==> config.mk <==
export PLATFORM = sky130hd
export DESIGN_NAME = multi_item_vendor
export DESIGN_NICKNAME = d
export VERILOG_FILES = /design/src/rtl/vend_pkg.sv /design/src/rtl/change_dispenser.sv /design/src/rtl/multi_item_vendor.sv
export SDC_FILE = /design/constraint.sdc
export NUM_CORES = 1
export LEC_CHECK = 0
export BUFFER_PORTS_ARGS = -buffer_cell sky130_fd_sc_hd__clkbuf_2
export CORE_ASPECT_RATIO = 1.25
export CORE_MARGIN = 2
export CORE_UTILIZATION = 34
export CTS_BUF_LIST = sky130_fd_sc_hd__clkbuf_2
export CTS_CLUSTER_DIAMETER = 150
export CTS_CLUSTER_SIZE = 16
export DETAILED_ROUTE_END_ITERATION = 10
export SLEW_MARGIN = 40
export SYNTH_ARGS = -nofsm -noshare
export SYNTH_HDL_FRONTEND = slang
export SYNTH_SLANG_ARGS = --single-unit
export TNS_END_PERCENT = 50
==> constraint.sdc <==
create_clock -name clock -period 3.2 [get_ports clock]
set_input_delay 0.96 -clock clock [delete_from_list [all_inputs] [get_ports clock]]
set_output_delay 0.96 -clock clock [all_outputs]
set_load 0.02 [all_outputs]
==> src/rtl/vend_pkg.sv <==
// Shared definitions for the multi-item vending machine.
//   state_e          : controller states (idle, holding credit, vending, paying change)
//   NICKEL/DIME/...  : coin values in nickel units (1 unit = 5c)
package vend_pkg;

  typedef enum logic [1:0] {
    StIdle,
    StCredit,
    StVend,
    StChange
  } state_e;

  localparam int unsigned NICKEL  = 1;
  localparam int unsigned DIME    = 2;
  localparam int unsigned QUARTER = 5;

endpackage

==> src/rtl/change_dispenser.sv <==
// Combinational change-coin selector: pays the largest coin that fits into the
// remaining credit, one coin per cycle.
//   credit      : remaining credit in nickel units
//   dime        : pay a dime this cycle
//   nickel      : pay a nickel this cycle
//   done        : nothing left to pay
//   credit_next : credit after this cycle's payout
module change_dispenser
  import vend_pkg::*;
#(
  parameter int unsigned CREDIT_W = 6
) (
  input  logic [CREDIT_W-1:0] credit,
  output logic                dime,
  output logic                nickel,
  output logic                done,
  output logic [CREDIT_W-1:0] credit_next
);

  always_comb begin
    dime        = 1'b0;
    nickel      = 1'b0;
    done        = 1'b0;
    credit_next = credit;
    if (credit >= CREDIT_W'(DIME)) begin
      dime        = 1'b1;
      credit_next = credit - CREDIT_W'(DIME);
    end else if (credit == CREDIT_W'(NICKEL)) begin
      nickel      = 1'b1;
      credit_next = credit - CREDIT_W'(NICKEL);
    end else begin
      done = 1'b1;
    end
  end

endmodule

==> src/rtl/multi_item_vendor.sv <==
// Multi-item vending machine controller with per-item stock and change payout.
//   clock, reset                    : rising-edge clock, synchronous active-high reset
//   nickel_in/dime_in/quarter_in    : one-cycle coin-insert pulses (1/2/5 units)
//   sel_valid, sel_item             : purchase request for one item
//   cancel                          : refund the whole credit
//   dispense, dispense_item         : one-cycle vend pulse and the item vended
//   nickel_out, dime_out            : one-cycle change-coin pulses
//   credit                          : current credit in nickel units
//   busy                            : vending or paying change
//   coin_reject, sold_out           : one-cycle status pulses
module multi_item_vendor
  import vend_pkg::*;
#(
  parameter int unsigned                 N_ITEMS     = 4,
  parameter int unsigned                 CREDIT_W    = 6,
  parameter int unsigned                 MAX_CREDIT  = 40,
  parameter logic [N_ITEMS*CREDIT_W-1:0] ITEM_PRICES = {N_ITEMS{CREDIT_W'(3)}},
  parameter int unsigned                 STOCK_W     = 4,
  parameter int unsigned                 STOCK_INIT  = 5,
  localparam int unsigned                SEL_W       = $clog2(N_ITEMS)
) (
  input  logic                clock,
  input  logic                reset,
  input  logic                nickel_in,
  input  logic                dime_in,
  input  logic                quarter_in,
  input  logic                sel_valid,
  input  logic [SEL_W-1:0]    sel_item,
  input  logic                cancel,
  output logic                dispense,
  output logic [SEL_W-1:0]    dispense_item,
  output logic                nickel_out,
  output logic                dime_out,
  output logic [CREDIT_W-1:0] credit,
  output logic                busy,
  output logic                coin_reject,
  output logic                sold_out
);

  state_e              state_q, state_d;
  logic [CREDIT_W-1:0] credit_d;
  logic [STOCK_W-1:0]  stock_q [N_ITEMS];
  logic [STOCK_W-1:0]  stock_d [N_ITEMS];

  logic                dispense_d, nickel_d, dime_d, busy_d, coin_reject_d, sold_out_d;
  logic [SEL_W-1:0]    dispense_item_d;

  // Input decode
  logic                any_coin, one_coin, coin_fits;
  logic [CREDIT_W-1:0] coin_val;
  logic [CREDIT_W:0]   credit_sum;
  logic                item_ok;
  logic [CREDIT_W-1:0] item_price;
  logic [STOCK_W-1:0]  item_stock;

  logic                accepting, cancel_acc, sel_sold, sel_vend, coin_acc;
  logic                chg_dime, chg_nickel, chg_done;
  logic [CREDIT_W-1:0] chg_credit_next;

  change_dispenser #(
    .CREDIT_W (CREDIT_W)
  ) u_change (
    .credit      (credit),
    .dime        (chg_dime),
    .nickel      (chg_nickel),
    .done        (chg_done),
    .credit_next (chg_credit_next)
  );

  always_comb begin
    coin_val = '0;
    unique case ({quarter_in, dime_in, nickel_in})
      3'b001:  coin_val = CREDIT_W'(NICKEL);
      3'b010:  coin_val = CREDIT_W'(DIME);
      3'b100:  coin_val = CREDIT_W'(QUARTER);
      default: coin_val = '0;
    endcase
  end

  assign any_coin   = nickel_in | dime_in | quarter_in;
  assign one_coin   = $onehot({quarter_in, dime_in, nickel_in});
  assign credit_sum = {1'b0, credit} + {1'b0, coin_val};
  assign coin_fits  = credit_sum <= (CREDIT_W + 1)'(MAX_CREDIT);

  // Item lookup; sel_item codes with no matching item leave item_ok low.
  always_comb begin
    item_ok    = 1'b0;
    item_price = '0;
    item_stock = '0;
    for (int unsigned i = 0; i < N_ITEMS; i++) begin
      if (sel_item == SEL_W'(i)) begin
        item_ok    = 1'b1;
        item_price = ITEM_PRICES[i*CREDIT_W +: CREDIT_W];
        item_stock = stock_q[i];
      end
    end
  end

  // Per-cycle arbitration: cancel > selection > coin. A selection that vends or
  // reports sold-out consumes the cycle; an unaffordable one falls through to the coin.
  assign accepting  = (state_q == StIdle) || (state_q == StCredit);
  assign cancel_acc = accepting && cancel && (credit != '0);
  assign sel_sold   = accepting && !cancel_acc && sel_valid && item_ok && (item_stock == '0);
  assign sel_vend   = accepting && !cancel_acc && sel_valid && item_ok && (item_stock != '0) &&
                      (credit >= item_price);
  assign coin_acc   = accepting && !cancel_acc && !sel_sold && !sel_vend && one_coin &&
                      coin_fits;

  // Next-state and datapath
  always_comb begin
    state_d  = state_q;
    credit_d = credit;
    for (int unsigned i = 0; i < N_ITEMS; i++) begin
      stock_d[i] = stock_q[i];
      if (sel_vend && (sel_item == SEL_W'(i)) && (stock_q[i] != '0)) begin
        stock_d[i] = stock_q[i] - STOCK_W'(1);
      end
    end
    unique case (state_q)
      StIdle, StCredit: begin
        if (cancel_acc) begin
          state_d = StChange;
        end else if (sel_vend) begin
          state_d  = StVend;
          credit_d = credit - item_price;
        end else if (coin_acc) begin
          state_d  = StCredit;
          credit_d = credit_sum[CREDIT_W-1:0];
        end
      end
      StVend:   state_d = (credit != '0) ? StChange : StIdle;
      StChange: begin
        if (chg_done) state_d = StIdle;
        else          credit_d = chg_credit_next;
      end
      default:  state_d = StIdle;
    endcase
  end

  // Next values of the registered outputs
  always_comb begin
    dispense_d      = sel_vend;
    dispense_item_d = sel_vend ? sel_item : '0;
    dime_d          = (state_q == StChange) && chg_dime;
    nickel_d        = (state_q == StChange) && chg_nickel;
    busy_d          = (state_d == StVend) || (state_d == StChange);
    coin_reject_d   = any_coin && !coin_acc;
    sold_out_d      = sel_sold;
  end

  always_ff @(posedge clock) begin
    if (reset) begin
      state_q       <= StIdle;
      credit        <= '0;
      for (int unsigned i = 0; i < N_ITEMS; i++) stock_q[i] <= STOCK_W'(STOCK_INIT);
      dispense      <= 1'b0;
      dispense_item <= '0;
      nickel_out    <= 1'b0;
      dime_out      <= 1'b0;
      busy          <= 1'b0;
      coin_reject   <= 1'b0;
      sold_out      <= 1'b0;
    end else begin
      state_q       <= state_d;
      credit        <= credit_d;
      for (int unsigned i = 0; i < N_ITEMS; i++) stock_q[i] <= stock_d[i];
      dispense      <= dispense_d;
      dispense_item <= dispense_item_d;
      nickel_out    <= nickel_d;
      dime_out      <= dime_d;
      busy          <= busy_d;
      coin_reject   <= coin_reject_d;
      sold_out      <= sold_out_d;
    end
  end

endmodule

---- Yosys cells after proc, flatten, opt, wreduce, memory -nomap -nowiden ----
Memory sizes are Yosys's and may differ from the RTL's.
Index checks and enable logic that the tools add are counted.
Widths: inputs -> output; s select.
operators by class
  add/subtract/negate cells ............... 10
  order comparisons ....................... 3
  equal/unequal tests ..................... 17
  muxes and demuxes ....................... 42
  bitwise logic cells ..................... 7
  reduce and logical (&&, ||, !) cells .... 42
operators by type and width
  operator             number
  $mux 6               9
  $mux 4               12
  $logic_and 1x1->1    23
  $reduce_bool 4->1    5
  $sub 4x1->4 const B  4
  $eq 2x2->1 const B   6
  $mux 1               12
  $mux 2               6
  $pmux 6 s2           1
  $pmux 3 s3           1
  $add 6x6->7          1
  $le 7x6->1 const B   1
  $eq 2x1->1 const B   3
  $eq 6x1->1 const B   1
  $ge 6x2->1 const B   1
  $ge 6x6->1           1
  $or 1x1->1           6
  $pmux 2 s3           1
  $reduce_bool 6->1    1
  $sub 6x1->6 const B  1
  $sub 6x2->6 const B  1
  $sub 6x6->6          1
  $reduce_and 5->1     1
  $logic_not 1->1      4
  14 further kinds     18
word-level totals
  flip-flop bits (word level) ............. 16
  bits in writable memories ............... 16
  bits of input ports ..................... 9
  output and inout bits ................... 14
  word-level logic and storage cells ...... 131
  memories ................................ 1
memory list
  name     depth  width  rd ports  clocked after memory_dff  write ports  RTL line                 text
  stock_q  4      4      4         0                         4            multi_item_vendor.sv:42  logic [STOCK_W-1:0] stock_q [N_ITEMS];

---- Depth between registers and ports, before layout ----
Gate-level depths: netlist of run 1.
  depth in word-level cells ............... 20
  mapped depth ............................ 10
  gate-level depth less buffers ........... 10

---- Hierarchy ----
From an unflattened synthesis of run 1, not the netlist that was laid out.
unflattened totals
  cell total of the unflattened synthesis .. 266
  area, all modules ....................... 2,164.6 um^2
by module, submodules not included
  module             instances  cells an instance  area an instance (um^2)  sequential area each (um^2)
  multi_item_vendor  1          236                1,944.4                  620.6
  change_dispenser   1          30                 220.2                    0.0

---- Least setup slack after synthesis of run 1 ----
No wires, ideal clock.
  kind .................................... input to register
  start point ............................. input quarter_in
  end point ............................... register credit[4]
  setup time .............................. 121 ps
  data arrival time ....................... 3,287 ps
  data required time ...................... 3,079 ps
  slack ................................... -208 ps
  stages .................................. 10
  path buffers ............................ 0
  cells stage by stage .................... xnor2_1 > nor2_1 > ha_1 > fa_1 > xnor2_1 > a221oi_1 > o41ai_1 > nand4_2 > a32oi_1 > mux2_2
on the way
  cells in the longest elaborated chain, start to end .. 7
  elaborated cells on any way between the ends .. 16
  classes of those cells .................. add/sub: 2; order compare: 1; eq/ne: 5; mux: 5; reduce/logical: 3
ends and longest elaborated chain
  element                                                          RTL line                                            text
  from (decl)                                                      multi_item_vendor.sv:26                             input logic quarter_in,
  $eq 3x3->1, or another cell as far along                         multi_item_vendor.sv:72                             unique case ({quarter_in, dime_in, nickel_in})
  $pmux 3 s3                                                       multi_item_vendor.sv:72
  $add 6x6->7                                                      multi_item_vendor.sv:82                             assign credit_sum = {1'b0, credit} + {1'b0, coin_val};
  $le 7x6->1 or $mux 6 (tied branches)                             multi_item_vendor.sv:83, multi_item_vendor.sv:126
  $logic_and 1x1->1 or $mux 6 (tied branches)                      multi_item_vendor.sv:106, multi_item_vendor.sv:123
  $ne 3x3->1 (no source line) or $mux 6 (tied branches)            --
  $reduce_and 5->1 (no source line) or $pmux 6 s2 (tied branches)  --
  to (signal assigned)                                             multi_item_vendor.sv:165                            credit <= credit_d;
  to (decl)                                                        multi_item_vendor.sv:34                             output logic [CREDIT_W-1:0] credit,
Parallel ways exist; a longest one is shown, timed or not. The select of a mux whose other input is x is not followed.
A chain may end at the register's enable or synchronous reset.

---- Worst setup path after layout of run 1 ----
  start point ............................. input quarter_in
  end point ............................... register credit[0]
The elaborated chain is that of the path after synthesis.

==> results of run 1 <==
-- metal layers --
metal / routed length (um) / share of wire [%] / track usage, % / vias to the layer above
met2: 2643 / 50 / 28.47 / 39
li1: - / - / - / 1008
met3: 162 / 3.1 / 3.591 / 12
met4: 175 / 3.3 / 8.333 / 0
met5: 0 / 0 / 0 / -
met1: 2325 / 44 / 19.72 / 971
-- worst min path at each step --
| stage | depth (start not counted) | end | startpoint |
|---|---|---|---|
| CTS | 2 | stock_q[3][3] | stock_q[3][3] |
| finish | 2 | stock_q[3][3] | stock_q[3][3] |
| detailed placement | 2 | stock_q[3][3] | stock_q[3][3] |
| floorplan | 2 | stock_q[3][3] | stock_q[3][3] |
| global route | 1 | stock_q[1][3] | stock_q[1][3] |
| global placement | 2 | stock_q[3][3] | stock_q[3][3] |
-- cells by family after synthesis --
kind of cell	share of synthesized area, %
fa+ha+maj	11.31
xor+xnor	4.125
compound gates	18.03
flops	30.17
simple gates	27.76
mux	2.534
other cells	0.1766
buf+inv	5.892
-- cells in the mapped netlist, types with 4 or more instances --
cell type,instances
nor2b_1,5
nor3_1,10
xnor2_1,8
a211oi_1,4
nor4_1,6
ha_1,16
or3_1,4
or2_2,4
dfxtp_1,32
nand3_1,12
clkbuf_1,6
nand2_1,23
nor2_1,24
a21oi_1,19
inv_1,20
nand4_1,5
-- power breakdown --
group	switching, mW	leakage, nW	total [mW]	internal (mW)
Sequential	0.0483	0.259	0.489	0.441
Combinational	0.382	0.723	0.653	0.271
Clock	0.152	0.0390	0.282	0.131
Total	0.582	1.02	1.42	0.842
-- registers in the layout (all words and copies together), names as in the netlist --
name / flops
busy: 1
coin_reject: 1
credit: 6
dime_out: 1
dispense: 1
dispense_item: 2
nickel_out: 1
sold_out: 1
state_q: 2
stock_q: 16
-- layout make-up --
cell class / count / area (um^2) / share of cell area, %
Clock buffer: 5 / 25.02 / 0.9930
Clock inverter: 3 / 42.54 / 1.688
Multi-Input combinational cell: 198 / 1385 / 54.97
Tap cell: 85 / 106.4 / 4.220
Inverter: 20 / 75.07 / 2.979
Timing Repair Buffer: 40 / 245.2 / 9.732
Sequential cell: 32 / 640.6 / 25.42
-- repair_timing --
action                                 CTS  global route
gates resized for setup                  0             1
setup endpoints to repair                0             3
endpoints found under the hold margin    0             0
-- worst min-delay path, stage by stage (launching register included) --
cell and delay (ns):
dfxtp_1 0.37, nand2_1 0.06, a21oi_1 0.03
-- through the flow --
stage                     cells  hold WS (ns)  utilization [%]  TNS (ns)  power, mW
after detailed placement    375        0.4574            39.91   -0.7986      1.143
final                       383        0.4758            41.14         0      1.424
after global placement      375        0.4512            39.91   -0.6148      1.141
after floorplan             259        0.4331                -         0     0.9631
after CTS                   383        0.4791            41.01         0      1.428
after global routing        383        0.5062            41.14         0      1.532
==> out/metrics.cfg, run 1 <==
[min_path]
hp-class = flop to flop

[die]
initial_utilization_pct = 34.66
dieArea_mm2 = 0.006897
rows = 32
die_x_um = 74.68
ioPinCount = 23
core-area_mm2 = 0.006126
die_h_um = 92.36

[pwr]
p_per_area_mw_per_mm2 = 565.2
ir_worst_vdd_uv = 206.8
p_leak_nw = 1.021

[critical_path]
crit_start = quarter_in
worstSetupStartpointType = primary input
cp_data_required_time_ns = 3.52
cp_slowest_cell = fa_2
crit_buf_inv = 2
max_stage_delay_ns = 0.45
worstSetupPathType = primary input to flop
crit_family = adder cells
critPathArrivalTime_ns = 3.23
crit_chain = clkbuf_2, xnor2_1, nor2_1, ha_2, fa_2, nor2_2, a21oi_1, a211oi_1, nand4_2, buf_4, a22oi_1, mux2i_1
ff2ff_setup_slack_ns = 0.64
endpoint = credit[0]
end_kind = flop
cp.depth = 12
rr_worst_depth = 8
reg2reg_from = credit[1]
worstPathMaxFanout = 6
worst_r2r_endpoint = credit[3]

[route]
ant_nets = 0
totalWireLength_um = 5307
wl_per_cell_um = 13.86
routed_via_density = 5.300
drt_pass1_iterations = 6
dr.first_iter.drc_count = 84
drcViolationCount = 0
vias = 2030

[place]
dp_hpwl_um = 4077
placed_cell_area_mm2 = 0.002445
gp_congestion = 0.8441
dpl_worst_slack_ns = -0.1689
portBuffers = 22

[finish]
nFillCells = 648
layout_commonest_cell = dfxtp_1
final_cell_area_mm2 = 0.002520
drive_above_1_share_pct = 22.15
antennaDiodeCount = 0
final_nets = 324
layout_common_cells = 32 x dfxtp_1, 27 x clkbuf_2, 23 x nor2_1, 23 x nand2_1, 20 x inv_1
area_delta_synth_final_pct = 18.68

[cts]
ctsHoldBuffers = 0
cts_buffers = 5
worstSkewPairLatency_ns = 0.38
clkSinkCount = 32
cts-root-buf = clkbuf_2
clockBufferDepth = 2
cts_setup_buffers = 0
cts_tree = built
clk_pin_slew_ns = 0.20
htree_levels = 2

[timing]
fin_skew_ns = 0.02514
setup_slack_ns = 0.2908
fmax_mhz = 343.7
setup_viol = 0
slew_headroom_pct = 54.80
finalHoldViolCount = 0
worstMarginPinSlew_ns = 0.6780
period_needed_ns = 2.909
rsz0062_at_grt = no
fin_crit_sh_pct = 90.91
slew_viol_final = 0

[global_route]
grt_antenna_before_repair = 0
grt_pass1_vias = 2014
grt_max_degree = 16
grt_pass1_wl_um = 9025
overflow = 0
grt_util_all_layers_pct = 16.88

[yosys]
synthesis.area_mm2 = 0.002123
synth-seq-cells = 32
syn_area_per_cell_um2 = 8.198
synth.top_cell.area_share_pct = 30.17
synth_cells = 259
synth_top_flop_cell = dfxtp_1
synthesis.nets = 286
ys_async_sr_fraction_pct = 0
yosysTopAreaCell = dfxtp_1
ys_seq_area_share_pct = 30.17
ys_types = 55
ys.warnings.count = 0
yosys-top-cells-area = dfxtp_1 30%, ha_1 9.4%, a21oi_1 4.5%, nor2_1 4.2%, nand2_1 4.1%
synth_edf_count = 0

[run]
cap_violations = 0

[run_status]
status = finished, final reports clean

(Power assumes the default switching activity.)
==> run 2: changes to the inputs <==
- BUFFER_PORTS_ARGS: -buffer_cell sky130_fd_sc_hd__clkbuf_2 -> -buffer_cell sky130_fd_sc_hd__buf_2
==> run 2 against run 1 <==
  * Sequential power grew 4%
  * Non-clock buffer count shrank 4
  * Via count shrank 2.0%
  * Global-route usage shrank 1.1 points
  * Clock skew shrank 0.012 ns
  * Critical endpoint is now credit[5]
==> out/metrics.cfg, run 2 (synthesized netlist as in run 1, its figures left out) <==
[route]
routed_via_density = 5.262  ; -0.72%
totalWireLength_um = 5094  ; -4.0%
wl_met1_um = 2224  ; -4.3%
wl_met3_um = 243  ; +50%
wl_per_cell_um = 13.48  ; -2.7%
dr.first_iter.drc_count = 128  ; +52%
top_layer = met4
drt_pass1_iterations = 4  ; -2
drcViolationCount = 0  ; unchanged
vias = 1989  ; -2.0%
wl_met2_um = 2520  ; -4.7%
ant_nets = 0  ; unchanged

[timing]
holdWs_ns = 0.4754  ; -0.0003620 ns
finalHoldViolCount = 0  ; unchanged
slew_headroom_pct = 55.84  ; +1.0 points
period_needed_ns = 3.063  ; +0.1541 ns
fmax_mhz = 326.4  ; -5.0%
rsz0062_at_grt = no
setup_viol = 0  ; unchanged
slew_viol_final = 0  ; unchanged
fin_skew_ns = 0.01331  ; -0.01183 ns
fin_crit_sh_pct = 95.73  ; +4.8 points
worstMarginPinSlew_ns = 0.6624  ; -0.01559 ns

[pwr]
p_leak_nw = 0.9913  ; -2.9%
p_int_mw = 0.7516  ; -11%
pwr-share-comb_pct = 47.1  ; +1.3 points
p_switching_mw = 0.5574  ; -4.2%
netSwitchingFraction_pct = 42.58  ; +1.7 points
ir_worst_vdd_uv = 220.6  ; +6.7%
p_per_area_mw_per_mm2 = 534.3  ; -5.5%
pwr-share-seq_pct = 38.8  ; +4.4 points
clkPwrFrac_pct = 14.1  ; -5.7 points

[cts]
clkSinkCount = 32  ; unchanged
ctsHoldBuffers = 0  ; unchanged
cts_resized = 0  ; unchanged
clockBufferDepth = 2  ; unchanged
cts-root-buf = clkbuf_2
worstSkewPairLatency_ns = 0.35  ; -0.03 ns
cts_tree = built
cts_setup_buffers = 0  ; unchanged
htree_levels = 2  ; unchanged
cts_buffers = 5  ; unchanged
clk_pin_slew_ns = 0.17  ; -0.03 ns

[finish]
area_delta_synth_final_pct = 15.38
regArea_um2 = 640.6  ; unchanged
nFillCells = 636  ; -1.9%
multi_input_area_mm2 = 0.001378  ; -0.54%
layout_commonest_cell = dfxtp_1
drive_above_1_share_pct = 20.48  ; -1.7 points
antennaDiodeCount = 0  ; unchanged
final_util_pct = 39.99  ; -1.1 points
layout_common_cells = 32 x dfxtp_1, 23 x nor2_1, 23 x nand2_1
final_cell_area_mm2 = 0.002450  ; -2.8%
final_nets = 320  ; -1.2%
largest_reg_flops = 16  ; unchanged
top_regs = stock_q (16), credit (6)
regMostFlops = stock_q

[die]
core-area_mm2 = 0.006126  ; unchanged
dieArea_mm2 = 0.006897  ; unchanged
rows = 32  ; unchanged
die_h_um = 92.36  ; unchanged
initial_utilization_pct = 34.66  ; unchanged
ioPinCount = 23  ; unchanged
die_x_um = 74.68  ; unchanged

[min_path]
hp-class = flop to flop
hold_start = stock_q[3][3]
whs_endpoint = stock_q[3][3]
min_path_cells = 2  ; unchanged

[run]
cap_violations = 0  ; unchanged

[global_route]
grt_max_degree = 25  ; +9
grt_pass1_vias = 1864  ; -7.4%
grt_util_all_layers_pct = 15.81  ; -1.1 points
grt_pass1_wl_um = 8521  ; -5.6%
grt_antenna_before_repair = 0  ; unchanged
overflow = 0  ; unchanged

[critical_path]
worstPathMaxFanout = 5  ; -1
critPathArrivalTime_ns = 3.32  ; +0.09 ns
cp_data_required_time_ns = 3.46  ; -0.06 ns
ff2ff_setup_slack_ns = 0.43  ; -0.21 ns
reg2reg_from = credit[0]
rr_worst_depth = 8  ; unchanged
worstSetupPathType = primary input to flop
worst_r2r_endpoint = credit[5]
worstSetupStartpointType = primary input
end_kind = flop

[place]
dp_hpwl_um = 3870  ; -5.1%
gp_congestion = 0.8427  ; -0.17%
portBuffers = 22  ; unchanged
placed_cell_area_mm2 = 0.002415  ; -1.2%

[run_status]
status = finished, final reports clean

## run 2: worst max path at each step
stage,cells after the start,start,to,slack (ns)
after floorplan,10,nickel_in,credit[4],0.01
after global placement,11,quarter_in,credit[5],-0.15
after detailed placement,11,quarter_in,credit[5],-0.24
after CTS,11,quarter_in,credit[5],0.16
after global routing,12,quarter_in,credit[0],0.02
final,11,quarter_in,credit[5],0.14
## run 2: per-stage QoR
step	setup WS, ns	std cells	TNS, ns	total power [mW]
after detailed placement	-0.2385	371	-1.302	1.131
after global routing	0.02448	378	0	1.420
after floorplan	0.01156	259	0	0.9631
after CTS	0.1638	378	0	1.322
after global placement	-0.1498	371	-0.7423	1.126
final	0.1367	378	0	1.309
## run 2: final cells by class
| type | instances | share of cell area [%] |
|---|---|---|
| Multi-Input combinational cell | 198 | 56.23 |
| Sequential cell | 32 | 26.15 |
| Timing Repair Buffer | 36 | 8.784 |
| Tap cell | 85 | 4.341 |
| Inverter | 20 | 3.064 |
| Clock buffer | 6 | 1.226 |
| Clock inverter | 1 | 0.2043 |
## run 2: layer usage
| layer | track usage [%] | up-vias |
|---|---|---|
| li1 | - | 995 |
| met1 | 19.93 | 922 |
| met2 | 26.03 | 63 |
| met3 | 3.156 | 9 |
| met4 | 6.101 | 0 |
| met5 | 0 | - |
## run 2: power groups by stage
stage	logic, mW	clock network [mW]	registers, mW
3_5_place_dp	0.616	0	0.515
2_1_floorplan	0.442	0	0.521
3_3_place_gp	0.611	0	0.515
5_1_grt	0.692	0.212	0.517
6_report	0.617	0.185	0.508
4_1_cts	0.619	0.195	0.507
## run 2: worst max-delay path: stages
cell	delay [ns]
buf_2	0.12
xnor2_1	0.12
nor2_1	0.10
ha_2	0.20
fa_2	0.45
nor2_2	0.12
a221oi_1	0.10
o41ai_1	0.34
nand4_2	0.23
a32oi_1	0.22
mux2_2	0.35
